--- config.mk ---
export PLATFORM = sky130hd
export DESIGN_NAME = multiboot_ctrl_flat
export DESIGN_NICKNAME = d
export VERILOG_FILES = /design/src/rtl/multiboot_ctrl_if.sv /design/src/rtl/multiboot_ctrl.sv /design/src/flat_wrapper.sv
export SDC_FILE = /design/constraint.sdc
export NUM_CORES = 1
export LEC_CHECK = 0
export CORE_MARGIN = 2
export CORE_UTILIZATION = 39
export DETAILED_ROUTE_END_ITERATION = 10
export PLACE_DENSITY_LB_ADDON = 0.08
export SLEW_MARGIN = 20
export SYNTH_ARGS = -nofsm -noshare
export SYNTH_HDL_FRONTEND = slang
export SYNTH_SLANG_ARGS = --single-unit
--- constraint.sdc ---
create_clock -name clk -period 3.2 [get_ports clk]
set_clock_uncertainty 0.1 [all_clocks]
set_input_delay 0.64 -clock clk [delete_from_list [all_inputs] [get_ports clk]]
set_output_delay 0.64 -clock clk [all_outputs]
set_load 0.02 [all_outputs]
--- src/rtl/multiboot_ctrl_if.sv ---
// CPU register port of the multiboot controller: write strobe, address, data in and
// combinational read-back.
interface multiboot_ctrl_if;
    logic       cpu_wr;
    logic [1:0] cpu_addr;
    logic [7:0] cpu_din;
    logic [7:0] cpu_dout;

    modport master (
        output cpu_wr,
        output cpu_addr,
        output cpu_din,
        input  cpu_dout
    );

    modport slave (
        input  cpu_wr,
        input  cpu_addr,
        input  cpu_din,
        output cpu_dout
    );
endinterface

--- src/rtl/multiboot_ctrl.sv ---
// Arbitrates CPU, hotkey and watchdog boot requests and sequences a stable SPI
// bitstream address plus a shaped reboot pulse into the ICAP reboot logic.
module multiboot_ctrl #(
    parameter logic [23:0] DEFAULT_ADDR = 24'h0BC000,
    parameter logic [23:0] GOLDEN_ADDR  = 24'h000000,
    parameter int          PULSE_LEN    = 8,
    parameter int          HOLD_CYCLES  = 64,
    parameter int          WDT_W        = 24
) (
    input  logic                   clk,
    input  logic                   rst,
    multiboot_ctrl_if.slave        cpu,
    input  logic                   hotkey_boot,
    input  logic                   wdt_kick,
    output logic                   reboot,
    output logic [23:0]            spi_addr,
    output logic                   busy,
    output logic                   boot_fail
);

    localparam logic [2:0] S_IDLE  = 3'd0;
    localparam logic [2:0] S_SETUP = 3'd1;
    localparam logic [2:0] S_PULSE = 3'd2;
    localparam logic [2:0] S_HOLD  = 3'd3;
    localparam logic [2:0] S_WAIT  = 3'd4;

    localparam logic [15:0] PULSE_LOAD = 16'(PULSE_LEN - 1);
    localparam logic [15:0] HOLD_LOAD  = 16'(HOLD_CYCLES - 1);
    localparam logic [15:0] WAIT_LOAD  = 16'hFFFF;

    logic [2:0]       state;
    logic [15:0]      seq_cnt;
    logic [23:0]      shadow;
    logic             wdt_en;
    logic [WDT_W-1:0] wdt_cnt;
    logic             hotkey_q;

    logic             ctrl_wr;
    logic             cpu_req;
    logic             hotkey_rise;
    logic             wdt_hit;
    logic             boot_req;
    logic [23:0]      boot_target;

    assign ctrl_wr     = cpu.cpu_wr && (cpu.cpu_addr == 2'd3);
    assign cpu_req     = ctrl_wr && cpu.cpu_din[0] && (cpu.cpu_din[7:4] == 4'hA);
    assign hotkey_rise = hotkey_boot && !hotkey_q;
    assign wdt_hit     = wdt_en && (wdt_cnt == '1);
    assign busy        = (state != S_IDLE);

    // Same-cycle priority hotkey > watchdog > CPU; losers are simply dropped.
    always_comb begin
        boot_req    = 1'b0;
        boot_target = shadow;
        if (hotkey_rise || wdt_hit) begin
            boot_req    = 1'b1;
            boot_target = GOLDEN_ADDR;
        end else if (cpu_req) begin
            boot_req    = 1'b1;
            boot_target = shadow;
        end
    end

    always_comb begin
        cpu.cpu_dout = 8'h00;
        case (cpu.cpu_addr)
            2'd0:    cpu.cpu_dout = shadow[7:0];
            2'd1:    cpu.cpu_dout = shadow[15:8];
            2'd2:    cpu.cpu_dout = shadow[23:16];
            default: cpu.cpu_dout = {4'h0, busy, boot_fail, wdt_en, 1'b0};
        endcase
    end

    // Shadow bytes are locked while a sequence runs so the target cannot shift under it.
    always_ff @(posedge clk or posedge rst) begin
        if (rst) begin
            shadow <= DEFAULT_ADDR;
        end else if (cpu.cpu_wr && !busy) begin
            case (cpu.cpu_addr)
                2'd0:    shadow[7:0]   <= cpu.cpu_din;
                2'd1:    shadow[15:8]  <= cpu.cpu_din;
                2'd2:    shadow[23:16] <= cpu.cpu_din;
                default: shadow        <= shadow;
            endcase
        end
    end

    always_ff @(posedge clk or posedge rst) begin
        if (rst) begin
            wdt_en  <= 1'b0;
            wdt_cnt <= '0;
        end else begin
            if (ctrl_wr) begin
                wdt_en <= cpu.cpu_din[1];
            end
            if (!wdt_en || wdt_kick || ctrl_wr || wdt_hit) begin
                wdt_cnt <= '0;
            end else begin
                wdt_cnt <= wdt_cnt + 1'b1;
            end
        end
    end

    always_ff @(posedge clk or posedge rst) begin
        if (rst) begin
            hotkey_q <= 1'b0;
        end else begin
            hotkey_q <= hotkey_boot;
        end
    end

    // seq_cnt is reloaded on entry to each timed state and counts down to zero.
    always_ff @(posedge clk or posedge rst) begin
        if (rst) begin
            state     <= S_IDLE;
            seq_cnt   <= 16'd0;
            reboot    <= 1'b0;
            spi_addr  <= DEFAULT_ADDR;
            boot_fail <= 1'b0;
        end else begin
            if (ctrl_wr && cpu.cpu_din[2]) begin
                boot_fail <= 1'b0;
            end
            case (state)
                S_IDLE: begin
                    reboot <= 1'b0;
                    if (boot_req) begin
                        spi_addr <= boot_target;
                        state    <= S_SETUP;
                    end
                end
                S_SETUP: begin
                    reboot  <= 1'b1;
                    seq_cnt <= PULSE_LOAD;
                    state   <= S_PULSE;
                end
                S_PULSE: begin
                    if (seq_cnt == 16'd0) begin
                        reboot  <= 1'b0;
                        seq_cnt <= HOLD_LOAD;
                        state   <= S_HOLD;
                    end else begin
                        seq_cnt <= seq_cnt - 16'd1;
                    end
                end
                S_HOLD: begin
                    if (seq_cnt == 16'd0) begin
                        seq_cnt <= WAIT_LOAD;
                        state   <= S_WAIT;
                    end else begin
                        seq_cnt <= seq_cnt - 16'd1;
                    end
                end
                S_WAIT: begin
                    // Still running after the full window: the reconfiguration did not happen.
                    if (seq_cnt == 16'd0) begin
                        boot_fail <= 1'b1;
                        spi_addr  <= shadow;
                        state     <= S_IDLE;
                    end else begin
                        seq_cnt <= seq_cnt - 16'd1;
                    end
                end
                default: begin
                    reboot <= 1'b0;
                    state  <= S_IDLE;
                end
            endcase
        end
    end

endmodule

--- src/flat_wrapper.sv ---
// flat-port wrapper written by rule: the top's interface ports become plain ports
module multiboot_ctrl_flat 
#(
    parameter logic [23:0] DEFAULT_ADDR = 24'h0BC000,
    parameter logic [23:0] GOLDEN_ADDR  = 24'h000000,
    parameter int          PULSE_LEN    = 8,
    parameter int          HOLD_CYCLES  = 64,
    parameter int          WDT_W        = 24
)
  (clk, rst, hotkey_boot, wdt_kick, reboot, spi_addr, busy, boot_fail, cpu_cpu_wr, cpu_cpu_addr, cpu_cpu_din, cpu_cpu_dout);
  multiboot_ctrl_if cpu_i ();
  input  logic clk;
  input  logic rst;
  input  logic hotkey_boot;
  input  logic wdt_kick;
  output logic reboot;
  output logic [23:0] spi_addr;
  output logic busy;
  output logic boot_fail;
  input wire logic [$bits(cpu_i.cpu_wr)-1:0] cpu_cpu_wr;
  input wire logic [$bits(cpu_i.cpu_addr)-1:0] cpu_cpu_addr;
  input wire logic [$bits(cpu_i.cpu_din)-1:0] cpu_cpu_din;
  output wire logic [$bits(cpu_i.cpu_dout)-1:0] cpu_cpu_dout;
  assign cpu_i.cpu_wr = cpu_cpu_wr;
  assign cpu_i.cpu_addr = cpu_cpu_addr;
  assign cpu_i.cpu_din = cpu_cpu_din;
  assign cpu_cpu_dout = cpu_i.cpu_dout;
  multiboot_ctrl #(.DEFAULT_ADDR(DEFAULT_ADDR), .GOLDEN_ADDR(GOLDEN_ADDR), .PULSE_LEN(PULSE_LEN), .HOLD_CYCLES(HOLD_CYCLES), .WDT_W(WDT_W)) u_core (.clk(clk), .rst(rst), .cpu(cpu_i), .hotkey_boot(hotkey_boot), .wdt_kick(wdt_kick), .reboot(reboot), .spi_addr(spi_addr), .busy(busy), .boot_fail(boot_fail));
endmodule
==> results of run 1 <==
==> power groups by stage <==
stage	registers, mW	logic (mW)	clock network [mW]
finish	1.21	0.102	1.07
global route	1.21	0.114	1.15
CTS	1.21	0.104	1.10
detailed placement	1.24	0.104	0
global placement	1.24	0.103	0
floorplan	1.23	0.0502	0
==> routing by layer <==
layer	routed length, um	global-route usage, %	up-vias
met3	358	5.41	17
li1	-	-	1653
met5	0	0	-
met1	5130	24.8	1690
met4	176	5.28	0
met2	4760	25.3	50
==> cell type report <==
cell class	count	area [um^2]
Clock inverter	3	46.3
Sequential cell	95	2390
Tap cell	143	179
Multi-Input combinational cell	295	2100
Fill cell	1079	5870
Inverter	10	41.3
Timing Repair Buffer	66	651
Clock buffer	13	240
==> stage by stage <==
| stage | hold WS [ns] | power, mW | utilization (%) |
|---|---|---|---|
| 2_1_floorplan | 0.355 | 1.28 | - |
| 3_3_place_gp | 0.386 | 1.34 | 46.5 |
| 3_5_place_dp | 0.389 | 1.34 | 46.5 |
| 4_1_cts | 0.398 | 2.41 | 49.0 |
| 5_1_grt | 0.421 | 2.48 | 49.0 |
| 6_report | 0.397 | 2.39 | 49.0 |
==> timing repair <==
action | 4_1_cts | 5_1_grt
gates resized for setup | 0 | 3
setup endpoints to repair | 0 | 3
endpoints found under the hold margin | 0 | 0
==> worst paths after layout <==
path / slack, ns / to / startpoint
setup / recovery: 0.07 / cpu_cpu_dout[1] / cpu_cpu_addr[0]
hold / removal: 0.40 / u_core.wdt_cnt[0] / u_core.wdt_cnt[0]
setup reg to reg: 0.68 / u_core.seq_cnt[6] / u_core.seq_cnt[3]
hold reg to reg: 0.40 / u_core.wdt_cnt[0] / u_core.wdt_cnt[0]
max in group asynchronous: 1.92 / u_core.spi_addr[15] / rst
min in group asynchronous: 0.68 / u_core.spi_addr[5] / rst
==> state kept, by name, summed over array words and instances (netlist names), 3 cells and up <==
name             count
u_core.wdt_cnt      24
u_core.spi_addr     24
u_core.seq_cnt      16
u_core.shadow       24
u_core.state         3
==> layout by cell type (no fill, tap or decap), types with 4 or more instances in the layout <==
master and n:
a21o_1 6, a31oi_1 4, nor3_1 12, mux2i_1 7, inv_1 9, dfrtp_1 85, nand4_2 4, clkbuf_1 4
a21oi_1 14, clkdlybuf4s50_1 46, buf_4 15, mux2_2 25, nand3_1 18, xor2_1 14, nand4_1 8, dfstp_2 10
xnor2_1 8, and4_1 4, a22o_1 24, or3_1 6, o21ai_0 16, and3_1 5, nor2_1 41, clkbuf_16 9
nand2_1 31
==> logic make-up (layout without fill, tap and decap cells) <==
| logic type | count (synthesis) | in the layout | share of synthesized area (%) |
|---|---|---|---|
| adder cells (fa/ha/maj) | 3 | 3 | 0.811 |
| flip-flops | 95 | 95 | 51.6 |
| buffers and inverters | 29 | 92 | 3.03 |
| XOR/XNOR | 22 | 22 | 4.16 |
| AND/OR/NAND/NOR | 147 | 147 | 17.2 |
| multiplexers | 36 | 36 | 9.54 |
| AO/OA/AOI/OAI | 87 | 87 | 13.7 |
==> summary.txt, run 1 <==
Setup path
  – FF-to-FF path depth: 5
  – Critical path's most frequent cell: clkdlybuf4s50_1
  – Crit path max-delay family: buffers and inverters
  – CP Data Required Time: approximately 2.5 ns
  – WP data arrival: 2.39 ns
  – Crit-path slowest cell: clkdlybuf4s50_1
  – Critical path, cell by cell: clkdlybuf4s50_1 > buf_4 > mux4_2 > clkdlybuf4s50_1
  – CP max FO: 5
  – Cell depth of the worst setup path: 4
  – Worst path bufs/invs: 3
  – Crit path capture type: output port
  – CP Launch Type: input pin
  – Delay of the slowest cell on the worst path: roughly 0.64 ns
  – Crit Path Category: in -> out

Synth
  – Largest cells by area after synthesis: dfrtp_1, mux2_2, dfstp_2
  – Post-synth EDFFs: 0
  – Register area share after synthesis: between 50 and 60%
  – Mapped Nets: 437
  – Synth warn: 0
  – Mapped Cells: approximately 420
  – Synth cell count leaders: dfrtp_1, nor2_1, nand2_1, mux2_2, a22o_1
  – Avg Cell Area, Syn: 11.1 um^2
  – Top-area cell type share of the netlist area: about 46%
  – Most frequent cell after synthesis: dfrtp_1
  – Seq cells post-synth: 95
  – Synth async-reset ratio: 100%
  – Unique masters post-synth: 55
  – Top_reg_cell synth: dfrtp_1
  – Syn Std Cell Area: 4630 um^2
  – Area leader, netlist: dfrtp_1

Finish
  – Fin cells: around 630
  – Ant. Diodes: 0
  – Layout area overhead: 22.0%
  – Layout cell share with drive strength beyond 1: 16.8%
  – Post-route cell area: approximately 5600 um^2
  – Nets: about 500

Placement
  – RePlAce Congestion: between 0.7 and 0.8
  – Pre-CTS WS: 0.0760 ns
  – Placed cell count: 609
  – HPWL Detailed: about 7000 um
  – Placed inst area: about 5400 um^2
  – I/O Buffers: slightly below 50

CTS
  – Root buffer cell: clkbuf_16
  – Post-CTS Setup Inserts: 0
  – Clk Latency, worst-skew pair: around 0.35 ns
  – H-tree depth: 3
  – Cts bufs inserted: 9
  – Sink Count: 95
  – Clock transition at path regs: about 0.060 ns
  – CTS max path bufs: 2
  – TritonCTS clock tree: built
  – Hold_buf cts: 0

Routing
  – DRT iter0 DRCs: between 200 and 250
  – Via density: about 5.5
  – Via count: 3410
  – Final ANT Viol Nets: 0
  – Routed WL: between 10000 and 15000 um
  – DRC: 2
  – Mean routed wirelength per cell: around 17 um
  – Pre-antenna DRT Iters: 7

STA
  – Final setup margin: slightly above 0.07 ns
  – Final Hold Vio Count: 0
  – Setup TNS: 0 ns
  – Max_slew headroom: 59.1%
  – Fmax: 320 MHz
  – Worst-Margin Slew: around 0.61 ns
  – Final setup fails: 0
  – Final Cycle Share: ~100%
  – Post-route minimum period: roughly 3.1 ns
  – Unrepaired setup endpoints after global routing: false
  – Final Slew Violations: 0

GRT
  – Largest net degree at the start of global routing: 96
  – Initial antenna violation count: 0
  – Overflow after GRT: 0
  – Vias in the first global route: about 3200
  – Global-route wire length before repair: between 15000 and 20000 um
  – GR Util All Layers: 17.3%

Floorplanning
  – I/O pin count: 50
  – Die area: around 13000 um^2
  – Placeable Area: approximately 12000 um^2
  – Starting density of the core: between 40 and 50%
  – Die X: roughly 110 um
  – Std-Cell Rows: 39
  – Chip height: about 110 um

Power and ir drop
  – PD cells: approximately 420 nW/um^2
  – Leak: around 2.6 nW
  – Net Sw Frac: 22.2%
  – Seq pwr share: between 50% and 60%
  – Max VDD drop: about 0.0004 V
  – Clock power share: approximately 45%
  – Sw power: approximately 0.53 mW
  – Int Power: roughly 1.9 mW
  – Combinational group share of total power: about 4.3%

Job
  – MaxCap Viol Count: 0

Run status
  – Failing checks: design-rule violations
  – Status: finished, violations left

Min path
  – Worst Hold Class: reg -> reg
  – Worst Hold Path Cells: 1
No activity file was read; power rests on OpenSTA's default activity.
==> inputs of run 2 (changes only) <==
--- a/config.mk
+++ b/config.mk
@@ -5,10 +5,13 @@
 export SDC_FILE = /design/constraint.sdc
 export NUM_CORES = 1
 export LEC_CHECK = 0
+export ABC_AREA = 1
+export CORE_ASPECT_RATIO = 0.8
 export CORE_MARGIN = 2
 export CORE_UTILIZATION = 39
 export DETAILED_ROUTE_END_ITERATION = 10
 export PLACE_DENSITY_LB_ADDON = 0.08
+export SKIP_LAST_GASP = 1
 export SLEW_MARGIN = 20
 export SYNTH_ARGS = -nofsm -noshare
 export SYNTH_HDL_FRONTEND = slang
==> run 2 against run 1 <==
Net effect: the run now ends clean; power is 2.3% lower; wire length is 10% higher; area after synthesis is 2.4% higher; cell count is 28% higher; first-iteration DRC count is 45% higher; setup slack better by 0.072 ns; sequential power hardly changed; sequential cell count stayed put; critical endpoint is now cpu_cpu_dout[7]; largest cell class unchanged; highest routed layer unchanged.
==> summary.txt, run 2 <==
GRT
  – Vias in the first global route: 3907
  – Global-route wire length before repair: around 19000 um
  – Overflow after GRT: 0
  – Initial antenna violation count: 0
  – GR Util All Layers: between 10% and 20%
  – Largest net degree at the start of global routing: between 40 and 50

Placement
  – Placed cell count: 782
  – RePlAce Congestion: 0.919
  – HPWL Detailed: roughly 8500 um
  – Placed inst area: 5490 um^2
  – I/O Buffers: 49

CTS
  – Sink Count: 95
  – Hold_buf cts: 0
  – TritonCTS clock tree: built
  – Root buffer cell: clkbuf_16
  – H-tree depth: 3
  – Cts bufs inserted: 9
  – Clk Latency, worst-skew pair: roughly 0.34 ns
  – CTS max path bufs: 2
  – Clock transition at path regs: 0.06 ns

Floorplanning
  – Placeable Area: 11700 um^2
  – Die X: approximately 130 um
  – Die area: about 13000 um^2
  – I/O pin count: 50
  – Std-Cell Rows: 35
  – Chip height: 103 um
  – Starting density of the core: roughly two fifths

Power and ir drop
  – Max VDD drop: roughly 0.00021 V
  – Leak: roughly 2.6 nW
  – PD cells: 404 nW/um^2

Synth
  – Most frequent cell after synthesis: nand2_1
  – Mapped Nets: between 600 and 700
  – Area leader, netlist: dfrtp_1
  – Syn Std Cell Area: approximately 4700 um^2
  – Synth warn: 0
  – Top_reg_cell synth: dfrtp_1
  – Register area share after synthesis: between 50 and 60%
  – Largest cells by area after synthesis: dfrtp_1, nand2_1, nor2_1
  – Top-area cell type share of the netlist area: around 45%
  – Synth async-reset ratio: 100%
  – Mapped Cells: approximately 600
  – Avg Cell Area, Syn: 8.13 um^2
  – Unique masters post-synth: 34
  – Post-synth EDFFs: 0
  – Seq cells post-synth: 95
  – Synth cell count leaders: nand2_1, dfrtp_1, nor2_1, inv_1, o21ai_0

STA
  – Final Hold Vio Count: 0
  – Final Cycle Share: between 90% and 100%
  – Max_slew headroom: between 40% and 50%
  – Hold slack: ~0.37 ns
  – Final setup fails: 0
  – Worst-Margin Slew: between 0.7 and 0.8 ns
  – Final Slew Violations: 0
  – Setup TNS: 0 ns
  – Fmax: 327 MHz
  – Unrepaired setup endpoints after global routing: false
  – Post-route minimum period: ~3 ns

Routing
  – Via count: around 4000
  – Mean routed wirelength per cell: roughly 14 um
  – DRT iter0 DRCs: about 320
  – Final ANT Viol Nets: 0
  – DRC: 0
  – Via density: just under 5
  – Pre-antenna DRT Iters: 4
  – Routed WL: 11500 um

Finish
  – Nets: about 660
  – Commonest non-fill, non-tap cells in the layout: nand2_1, dfrtp_1, nor2_1
  – Ant. Diodes: 0
  – Post-route cell area: around 5800 um^2
  – Multi-input gate area: around 2100 um^2
  – Register area: around 2400 um^2
  – Layout cell share with drive strength beyond 1: approximately a tenth
  – Fill cell count: ~1100
  – Most common cell after layout, fill and taps aside: nand2_1
  – Fin cells: between 700 and 800
  – Post-Route Utilization: between 40% and 50%
  – Top Registers: u_core.shadow (24), u_core.spi_addr (24), u_core.wdt_cnt (24)
  – Layout area overhead: 21.7%

Setup path
  – CP max FO: 5
  – Crit path capture type: output port
  – Critical path, cell by cell: clkdlybuf4s50_1 > buf_4 > nor2_1 > buf_4 > nand2_1 > o221ai_1 > clkdlybuf4s50_1
  – CP Data Required Time: between 2 and 2.5 ns
  – Crit Path Category: in -> out
  – Worst path bufs/invs: 4
  – Crit-path slowest cell: clkdlybuf4s50_1
  – WP data arrival: 2.32 ns
  – CP Launch Type: input pin
  – Delay of the slowest cell on the worst path: 0.65 ns
  – Crit path max-delay family: buffers and inverters

Job
  – MaxCap Viol Count: 0

Min path
  – Worst Hold Class: reg -> reg

Run status
  – Status: complete, no violations
## run 2: cell types whose count changed in the layout (fill, tap and decap cells not counted), moves of 7 or more
cell and change:
nand2_1 +136, inv_1 +45, nor2_1 +36, a22o_1 -24
mux2_2 -17, o21ai_0 +16, o21ai_1 +15, nand3_1 +10
mux2i_1 -7
## run 2: worst reg2reg max path, cell delays in order, from the launching register on
cell,delay [ns]
dfrtp_1,0.37
ha_1,0.18
nand2_1,0.08
nor2_1,0.18
nand3_2,0.17
nor2_4,0.17
nand2_2,0.09
nand2_1,0.06
nand2_1,0.46
nand2_1,0.25
o21ai_1,0.09
## run 2: repair_timing
action | in CTS | in global routing
endpoints found under the hold margin | 0 | 0
buffers inserted | 0 | 0
resized for setup | 0 | 4
setup endpoints to repair | 0 | 4
## run 2: worst paths after layout
| kind | startpoint | to | slack, ns | cells past startpoint |
|---|---|---|---|---|
| worst max-delay path | cpu_cpu_addr[0] | cpu_cpu_dout[7] | 0.14 | 7 |
| worst min-delay path | u_core.wdt_cnt[0] | u_core.wdt_cnt[0] | 0.37 | 1 |
| worst max register to register | u_core.wdt_cnt[0] | u_core.spi_addr[10] | 0.88 | 10 |
| worst min register to register | u_core.wdt_cnt[0] | u_core.wdt_cnt[0] | 0.37 | 1 |
| max in group asynchronous | rst | u_core.spi_addr[15] | 1.64 | 3 |
| min in group asynchronous | rst | u_core.reboot | 0.67 | 2 |
## run 2: logic make-up after synthesis
logic type	Yosys count	synth area share (%)
xor gates and xnor gates	23	4.25
muxes	11	2.61
DFF	95	50.4
and+or+nand+nor	309	27.2
adders and majority gates	3	0.792
buffers and inverters	68	6.15
AOI/OAI and AO/OA	74	8.63
## run 2: per-stage QoR
stage	setup slack (ns)	total power, mW
global placement	0.0541	1.35
floorplan	1.06	1.28
CTS	0.0415	2.37
global route	0.0252	2.44
detailed placement	0.0508	1.35
finish	0.145	2.33
## run 2: layout make-up
cell class | instances | share of cell area (%)
well taps | 148 | 3.21
clock buffers | 12 | 4.27
clock inverters | 4 | 0.520
repair buffers | 64 | 11.3
flip-flops and latches | 95 | 41.4
inverters | 55 | 3.64
multi-input cells | 420 | 35.7
## run 2: report_power, final
part           internal, mW  switching, mW  leakage [nW]  total [mW]
Combinational        0.0419         0.0688          1.24       0.111
Sequential             1.21        0.00515          1.19        1.21
Clock                 0.553          0.459         0.134        1.01
Total                  1.80          0.533          2.56        2.33
## run 2: per-layer routing
layer / GRT usage (%) / up-vias / part of all wire [%]
met1: 26.3 / 1831 / 50
met2: 29.8 / 113 / 45
met3: 4.57 / 12 / 4.6
met5: 0 / - / 0
met4: 6.17 / 0 / 1.1
li1: - / 2002 / -
